[config.mk]
export PLATFORM = sky130hd
export DESIGN_NAME = rx_ack_nak_gen
export DESIGN_NICKNAME = d
export VERILOG_FILES = /design/src/rtl/rx_ack_nak_gen.sv
export SDC_FILE = /design/constraint.sdc
export NUM_CORES = 1
export LEC_CHECK = 0
export CAP_MARGIN = 10
export CORE_MARGIN = 8
export CORE_UTILIZATION = 44
export DETAILED_ROUTE_END_ITERATION = 8
export GPL_TIMING_DRIVEN = 0
export PLACE_DENSITY = 0.77
export SLEW_MARGIN = 5
export SYNTH_ARGS = -nofsm -noshare
export SYNTH_HDL_FRONTEND = slang
export SYNTH_SLANG_ARGS = --single-unit
[constraint.sdc]
create_clock -name clk -period 2.82 [get_ports clk]
set_input_delay 0.423 -clock clk [delete_from_list [all_inputs] [get_ports clk]]
set_output_delay 0.423 -clock clk [all_outputs]
set_load 0.05 [all_outputs]
[src/rtl/rx_ack_nak_gen.sv]
// Receive-side DLL sequence checker: classifies each checked TLP against NEXT_RCV_SEQ
// and schedules ACK/NAK DLLPs toward the DLLP framer with a valid/ready handshake.
module rx_ack_nak_gen #(
    parameter int ACK_COALESCE = 4,
    parameter int ACK_TIMEOUT  = 64
) (
    input  logic        clk,
    input  logic        rst,
    input  logic        tlp_valid,
    input  logic [11:0] tlp_seq_num,
    input  logic        tlp_lcrc_ok,
    output logic        tlp_accept,
    output logic        tlp_drop,
    output logic        dllp_valid,
    input  logic        dllp_ready,
    output logic [47:0] dllp_data,
    output logic [11:0] next_rcv_seq
);

    localparam logic [3:0] COALESCE   = 4'(ACK_COALESCE);
    localparam logic [9:0] TIMEOUT_M1 = 10'(ACK_TIMEOUT - 1);
    localparam logic [7:0] TYPE_ACK   = 8'h00;
    localparam logic [7:0] TYPE_NAK   = 8'h10;

    typedef enum logic [1:0] {IDLE, HOLD_ACK, HOLD_NAK} state_t;

    state_t      state;
    logic        nak_sched;
    logic        nak_sent;
    logic        dup_ack;
    logic [3:0]  ack_cnt;
    logic [9:0]  timer;

    logic [11:0] dist_p0;
    logic        in_order_p0;
    logic        dup_p0;
    logic        ahead_p0;
    logic        bad_p0;
    logic        send_nak;
    logic        send_ack;
    logic        launch;
    logic        handshake;
    logic [11:0] ack_seq;

    function automatic logic [3:0] sat_inc_cnt(input logic [3:0] v);
        return (v >= COALESCE) ? COALESCE : v + 4'd1;
    endfunction

    function automatic logic [9:0] sat_inc_timer(input logic [9:0] v);
        return (v == 10'h3FF) ? v : v + 10'd1;
    endfunction

    // Stage p0: classify the incoming TLP against the current NEXT_RCV_SEQ
    assign dist_p0     = next_rcv_seq - 12'd1 - tlp_seq_num;
    assign bad_p0      = tlp_valid & ~tlp_lcrc_ok;
    assign in_order_p0 = tlp_valid & tlp_lcrc_ok & (tlp_seq_num == next_rcv_seq);
    assign dup_p0      = tlp_valid & tlp_lcrc_ok & ~in_order_p0 & (dist_p0 < 12'd2048);
    assign ahead_p0    = tlp_valid & tlp_lcrc_ok & ~in_order_p0 & ~(dist_p0 < 12'd2048);

    assign send_nak  = (state == IDLE) & nak_sched & ~nak_sent;
    assign send_ack  = (state == IDLE) & ~send_nak &
                       (dup_ack | (ack_cnt >= COALESCE) |
                        ((ack_cnt != 4'd0) & (timer >= TIMEOUT_M1)));
    assign launch    = send_nak | send_ack;
    assign handshake = dllp_valid & dllp_ready;
    assign ack_seq   = next_rcv_seq - 12'd1;

    // Stage p1: sequence and acknowledgement bookkeeping.
    // The launched DLLP covers everything accepted before launch, so the counters restart
    // at launch; TLPs accepted while the DLLP is held are owed a later ACK.
    always_ff @(posedge clk) begin
        if (rst) begin
            next_rcv_seq <= 12'd0;
            nak_sched    <= 1'b0;
            nak_sent     <= 1'b0;
            dup_ack      <= 1'b0;
            ack_cnt      <= 4'd0;
            timer        <= 10'd0;
            tlp_accept   <= 1'b0;
            tlp_drop     <= 1'b0;
        end else begin
            tlp_accept <= in_order_p0;
            tlp_drop   <= bad_p0 | dup_p0 | ahead_p0;

            if (in_order_p0) begin
                next_rcv_seq <= next_rcv_seq + 12'd1;
            end

            if (in_order_p0) begin
                nak_sched <= 1'b0;
                nak_sent  <= 1'b0;
            end else begin
                if (bad_p0 | ahead_p0) begin
                    nak_sched <= 1'b1;
                end
                if (send_nak) begin
                    nak_sent <= 1'b1;
                end
            end

            if (launch) begin
                ack_cnt <= in_order_p0 ? 4'd1 : 4'd0;
            end else if (in_order_p0) begin
                ack_cnt <= sat_inc_cnt(ack_cnt);
            end

            if (dup_p0) begin
                dup_ack <= 1'b1;
            end else if (launch) begin
                dup_ack <= 1'b0;
            end

            if (launch) begin
                timer <= 10'd0;
            end else if ((state == IDLE) && (ack_cnt != 4'd0)) begin
                timer <= sat_inc_timer(timer);
            end
        end
    end

    // Stage p1: DLLP launch FSM; dllp_data is frozen from launch until the handshake
    always_ff @(posedge clk) begin
        if (rst) begin
            state      <= IDLE;
            dllp_valid <= 1'b0;
            dllp_data  <= 48'd0;
        end else begin
            case (state)
                IDLE: begin
                    if (send_nak) begin
                        state      <= HOLD_NAK;
                        dllp_valid <= 1'b1;
                        dllp_data  <= {16'h0000, TYPE_NAK, 12'h000, ack_seq};
                    end else if (send_ack) begin
                        state      <= HOLD_ACK;
                        dllp_valid <= 1'b1;
                        dllp_data  <= {16'h0000, TYPE_ACK, 12'h000, ack_seq};
                    end
                end
                HOLD_ACK, HOLD_NAK: begin
                    if (handshake) begin
                        state      <= IDLE;
                        dllp_valid <= 1'b0;
                    end
                end
                default: begin
                    state      <= IDLE;
                    dllp_valid <= 1'b0;
                end
            endcase
        end
    end

endmodule

Yosys cells after proc, flatten, opt, wreduce, memory -nomap -nowiden:

Index checks and enable logic that the tools add are counted.

* divide/modulo/power cells: 0
* reduce and logical (&&, ||, !) cells: 12
* add/sub/neg operators: 5
* multipliers: 0
* eq/ne operators: 6
* mux-type cells: 16
* magnitude comparators: 3
* bitwise logic cells: 24
* shifts and indexed selects: 0

Operator list (number)
* $mux 48: 2
* $add 12x1->12 const B: 1
* $and 1x1->1: 12
* $eq 12x12->1: 1
* $lt 12x12->1 const B: 1
* $mux 4: 3
* $sub 12x1->12 const B: 1
* $sub 12x12->12: 1
* $add 10x1->10 const B: 1
* $eq 10x10->1 const B: 1
* $ge 10x6->1 const B: 1
* $mux 1: 6
* $mux 2: 3
* $not 1->1: 6
* $or 1x1->1: 6
* $reduce_and 2->1: 3
* $reduce_bool 2->1: 3
* $reduce_or 2->1: 3
* $add 4x1->4 const B: 1
* $ge 4x3->1 const B: 1
* $pmux 2 s2: 1
* $reduce_bool 4->1: 1
* $ne 3x3->1 const B: 1
* $eq 2x1->1 const B: 1
* 5 further kinds: 5

* latch bits: 0
* ROM bits: 0
* memories: 0
* bits in writable memories: 0
* bits in registers: 82
* output and inout port bits: 63

Longest topological paths before layout:

* depth in word-level cells: 9
* depth in mapped cells: 13
* mapped depth without buffers: 13

Worst setup path before layout:

No wires, ideal clock.

* path type: flip-flop to flip-flop
* start point: register next_rcv_seq[0]
* end point: register dup_ack
* data arrival time: 2.906 ns
* cell stages (with the launch flop): 14
* period minus slack after synthesis: 3.024 ns
* path buffers: 0
* slack: -0.204 ns
* required time: 2.703 ns
* path through: dfxtp_1 > inv_1 > ha_1 > nor3b_1 > nand2_1 > or3_1 > xor2_1 > inv_1 > ha_1 > a21oi_1 > o21ai_0 > a211oi_1 > xnor2_1 > a32o_1

RTL lines
* from (decl): RTL line 17 `output logic [11:0] next_rcv_seq`
* from (signal assigned): RTL line 86 `next_rcv_seq <= next_rcv_seq + 12'd1;`
* $sub 12x1->12 (*)
* named net ack_seq[0]: RTL line 43 `logic [11:0] ack_seq;`
* $sub 12x12->12 (*): RTL line 54 `assign dist_p0 = next_rcv_seq - 12'd1 - tlp_seq_num;`
* $lt 12x12->1 (*): RTL line 57 `assign dup_p0 = tlp_valid & tlp_lcrc_ok & ~in_order_p0 & (dist_p0 < 12'd2048);`
* $and 1x1->1 (*): RTL line 57
* $mux 1 or $reduce_bool 2->1 (tied branches)
* to (signal assigned): RTL line 76 `dup_ack <= 1'b0;`
* to (signal assigned): RTL line 108 `dup_ack <= 1'b1;`
* to (signal assigned): RTL line 110 `dup_ack <= 1'b0;`
* to (decl): RTL line 30 `logic dup_ack;`

Mark *: on every way through the listed nets, which the timed path passes. The rest lies on a longest branch.
A chain may end at the register's enable or synchronous reset.

Worst setup path in the final report:

* start point: register next_rcv_seq[3]
* end point: register dup_ack

The elaborated chain is that of the path after synthesis.

==> results.md <==
* Initial DRC Count at between 90 and 100
* Setup ws final at about 48 ps
* H-tree Lvls at 2
* Total track usage at roughly 15%
* Clock Sinks at 47
* Final Cycle Share at 98.3%
* Power per cell area at approximately 420 nW/um^2
* Clock root cell: clkbuf_8
* Share of layout cells above drive strength 1 at between 20 and 25%
* Outcome: complete, no violations
* Synth Area in XOR/XNOR at 8.57%
* Cells after Synth at around 360
* Synth top area cells: dfxtp_1 (32%), buf_4 (8.9%), ha_1 (7.2%)
* Upper clock frequency limit at 361 MHz
* Syn_area_per_cell at between 8 and 9 um^2
* Yosys cell types at 44
* Tmin final at approximately 2800 ps
* Vias/cell at just under 5
* Fillers at approximately 600
* CP bufs+invs at 1
* Post-synth EDFFs at 0
* Hold/Removal Path Class: flip-flop to flip-flop
* Most frequent cells after synthesis: dfxtp_1 (47), nor2_1 (43), buf_4 (35), inv_1 (27)
* Dominant cell type by area after synthesis: dfxtp_1
* Hold-fix buffers, CTS at 0
* DPL Wire Length at about 5500 um
* Post-place setup slack at -113 ps
* Max Cap Viol at 0
* Grt total ovfl at 0
* GR Layer Usage met1 at 16.4%
* Logic pwr share at a little under a third
* Cell family with most CP delay: simple AND/OR/NAND/NOR gates
* Clock Path Buffers at 2
* First-pass GRT wire length at ~12,000 um
* Hold slack at between 400 and 500 ps
* Min-Delay Endpoint: ack_cnt[2]
* Combinational family with the most area after synthesis: simple AND/OR/NAND/NOR gates
* Drt pass-1 iters at 4
* Largest net degree at the start of global routing at 18
* Met3 Usage GRT at under 10%
* Internal power at roughly 1.0 mW
* Synth Register Bits at between 40 and 50
* Starting Density at between 40% and 50%
* Worst setup EP type: flip-flop
* CTS clk-pin slew, worst paths at roughly 100 ps
* Peak VDD IR at roughly 0.2 mV
* CP max stage delay at 550 ps
* IO Pins at 80
* Final core utilization at around three fifths
* Reg area at roughly 960 um^2
* N_diodes at 0
* Die Y at 98.1 um
* Sw frac at a little over a third
* Compound-Gate Fraction of Synth Area at 9.42%
* Die ar. at just under 10,000 um^2
* Part of the power in registers at between 40 and 50%
* Synth Flop Type: dfxtp_1
* RR Endpoint: dup_ack
* Sw Pwr at 0.605 mW
* Most common cell in the netlist: dfxtp_1
* Clock power frac at 25.9%
* Post-synth top area share at between 30% and 40%
* Core Region at around 6600 um^2
* Reg2reg path depth at 9
* Max_slew headroom at 57.3%
* Vias at 2,634
* Layout Nets at 490
* GPL Wtd Cong at approximately 0.9
* Most used cell, CP: xnor2_1
* Setup-failing EPs final at 0
* Grt peak-use layer: met2
* Post-Route WL at between 7000 and 8000 um
* Post-DR wirelength/cell at roughly 14 um
* Yosys warning total at 0
* Worst hold stages at 2
* CTS tree: built
* CP Data Required Time at slightly above 3000 ps
* Total power at 1.65 mW
* # DRC at 0
* R2r startpoint: next_rcv_seq[3]
* Adder-Cell Fraction of Synth Area at a little over 7%
* Die width at 98.1 um
* CP arrival at around 3000 ps
* Crit path cell chain: or4_4 > or2_4 > buf_4 > xnor2_1 > ha_1 > and4_1 > a211oi_2 > xnor2_1 > a32o_1
* ANT nets after route at 0
* Post-synthesis simple-gate area fraction at between 20% and 30%
* Final Hold Fails at 0
* Multiplexer share of the synthesized area at under 10%
* Area Overhead vs Synth at 33.0%
* Number of antenna violations at the first check in global routing at 0
* CTS buffer count at 5
* Worst-Margin Slew at 636 ps
* Skew-Pair Late Insertion Delay at approximately 310 ps
* Global Route met2 Usage at about a quarter
* Slew Limit Fails at 0
* Row count at 30
* Clk_skew at between 10 and 15 ps
* Design area at around 3900 um^2
* Crit start category: flip-flop
* Area of the multi-input gates at around 1800 um^2
* Post-synthesis cell area at just under 3000 um^2
* Async SR Flop Fraction at 0%
* R2r setup slk at about 48 ps
* Leak at ~1.8 nW
* Min-delay src: ack_cnt[2]
* Port Buffer Count at between 40 and 50
* Placed Area at ~3700 um^2
* CP max stage cell: or4_4
* CP max FO at 7
* Number of global-route vias before repair at between 2,000 and 3,000
* Sequential area share after synthesis at between 30% and 40%
* CP Class: flip-flop to flip-flop
power groups by stage:
stage	clock network, mW	registers (mW)	logic (mW)
2_1_floorplan	0	0.833	0.272
3_3_place_gp	0	0.733	0.490
3_5_place_dp	0	0.734	0.494
4_1_cts	0.444	0.718	0.498
5_1_grt	0.468	0.722	0.539
6_report	0.428	0.716	0.510
registers in the layout, summed over array words and instances (netlist names):
signal,flops
dllp_data,13
next_rcv_seq,12
timer,10
ack_cnt,4
state,2
dllp_valid,1
dup_ack,1
nak_sched,1
nak_sent,1
tlp_accept,1
tlp_drop,1
layout by cell type (no fill, tap or decap), types with 9 or more instances in the layout:
cell / count
nor2_1: 43
nor3_1: 9
xor2_1: 16
xnor2_1: 11
mux2_2: 9
nand4_1: 10
nand2_1: 10
conb_1: 35
buf_4: 51
nand3_1: 9
inv_1: 25
clkdlybuf4s50_1: 44
nor2b_1: 9
dfxtp_1: 40
a21oi_1: 16
ha_1: 15
per-layer routing:
layer | up-vias | wire [um]
met5 | - | 0
met4 | 0 | 160
met3 | 18 | 508
met2 | 78 | 3760
met1 | 1208 | 2980
li1 | 1330 | -
worst reg2reg max path, delay by kind of cell (launching register included):
kind                     cells  cell delay [ps]
AND/OR/NAND/NOR              3             1020
flip-flops                   1              380
XOR/XNOR                     2              430
buffers and inverters        1              140
AO/OA/AOI/OAI                2              400
adder cells (fa/ha/maj)      1              310
cells by family (layout without fill, tap and decap cells):
| kind of cell | Yosys count | count (layout) |
|---|---|---|
| other | 1 | 35 |
| and+or+nand+nor | 123 | 123 |
| adders and majority gates | 17 | 17 |
| AOI/OAI and AO/OA | 44 | 44 |
| xor gates and xnor gates | 29 | 29 |
| muxes | 17 | 17 |
| DFF | 47 | 47 |
| buffers and inverters | 79 | 145 |
worst max-delay path by stage:
stage                     from      end  slack (ps)  depth (start not counted)
2_1_floorplan  next_rcv_seq[0]  dup_ack           5                         11
3_3_place_gp   next_rcv_seq[0]  dup_ack         -80                         13
3_5_place_dp   next_rcv_seq[0]  dup_ack        -110                         13
4_1_cts        next_rcv_seq[0]  dup_ack          10                         13
5_1_grt        next_rcv_seq[0]  dup_ack         -50                         13
6_report       next_rcv_seq[3]  dup_ack          50                          9
repair_timing:
action	CTS	global route
setup endpoints to repair	2	3
setup buffers	11	6
gates resized for setup	4	14
pin swaps	4	7
through the flow:
stage	instances	TNS, ps
2_1_floorplan	391	0
3_3_place_gp	515	-139
3_5_place_dp	515	-216
4_1_cts	534	0
5_1_grt	537	-75.8
6_report	537	0
layout make-up:
cell class | instances | share of cell area, %
inverters | 27 | 2.57
flip-flops and latches | 47 | 24.3
plain buffers | 50 | 8.35
clock inverters | 3 | 0.603
repair buffers | 60 | 14.2
well taps | 80 | 2.54
multi-input cells | 265 | 45.7
clock buffers | 5 | 1.75
No activity file was read; power rests on OpenSTA's default activity.
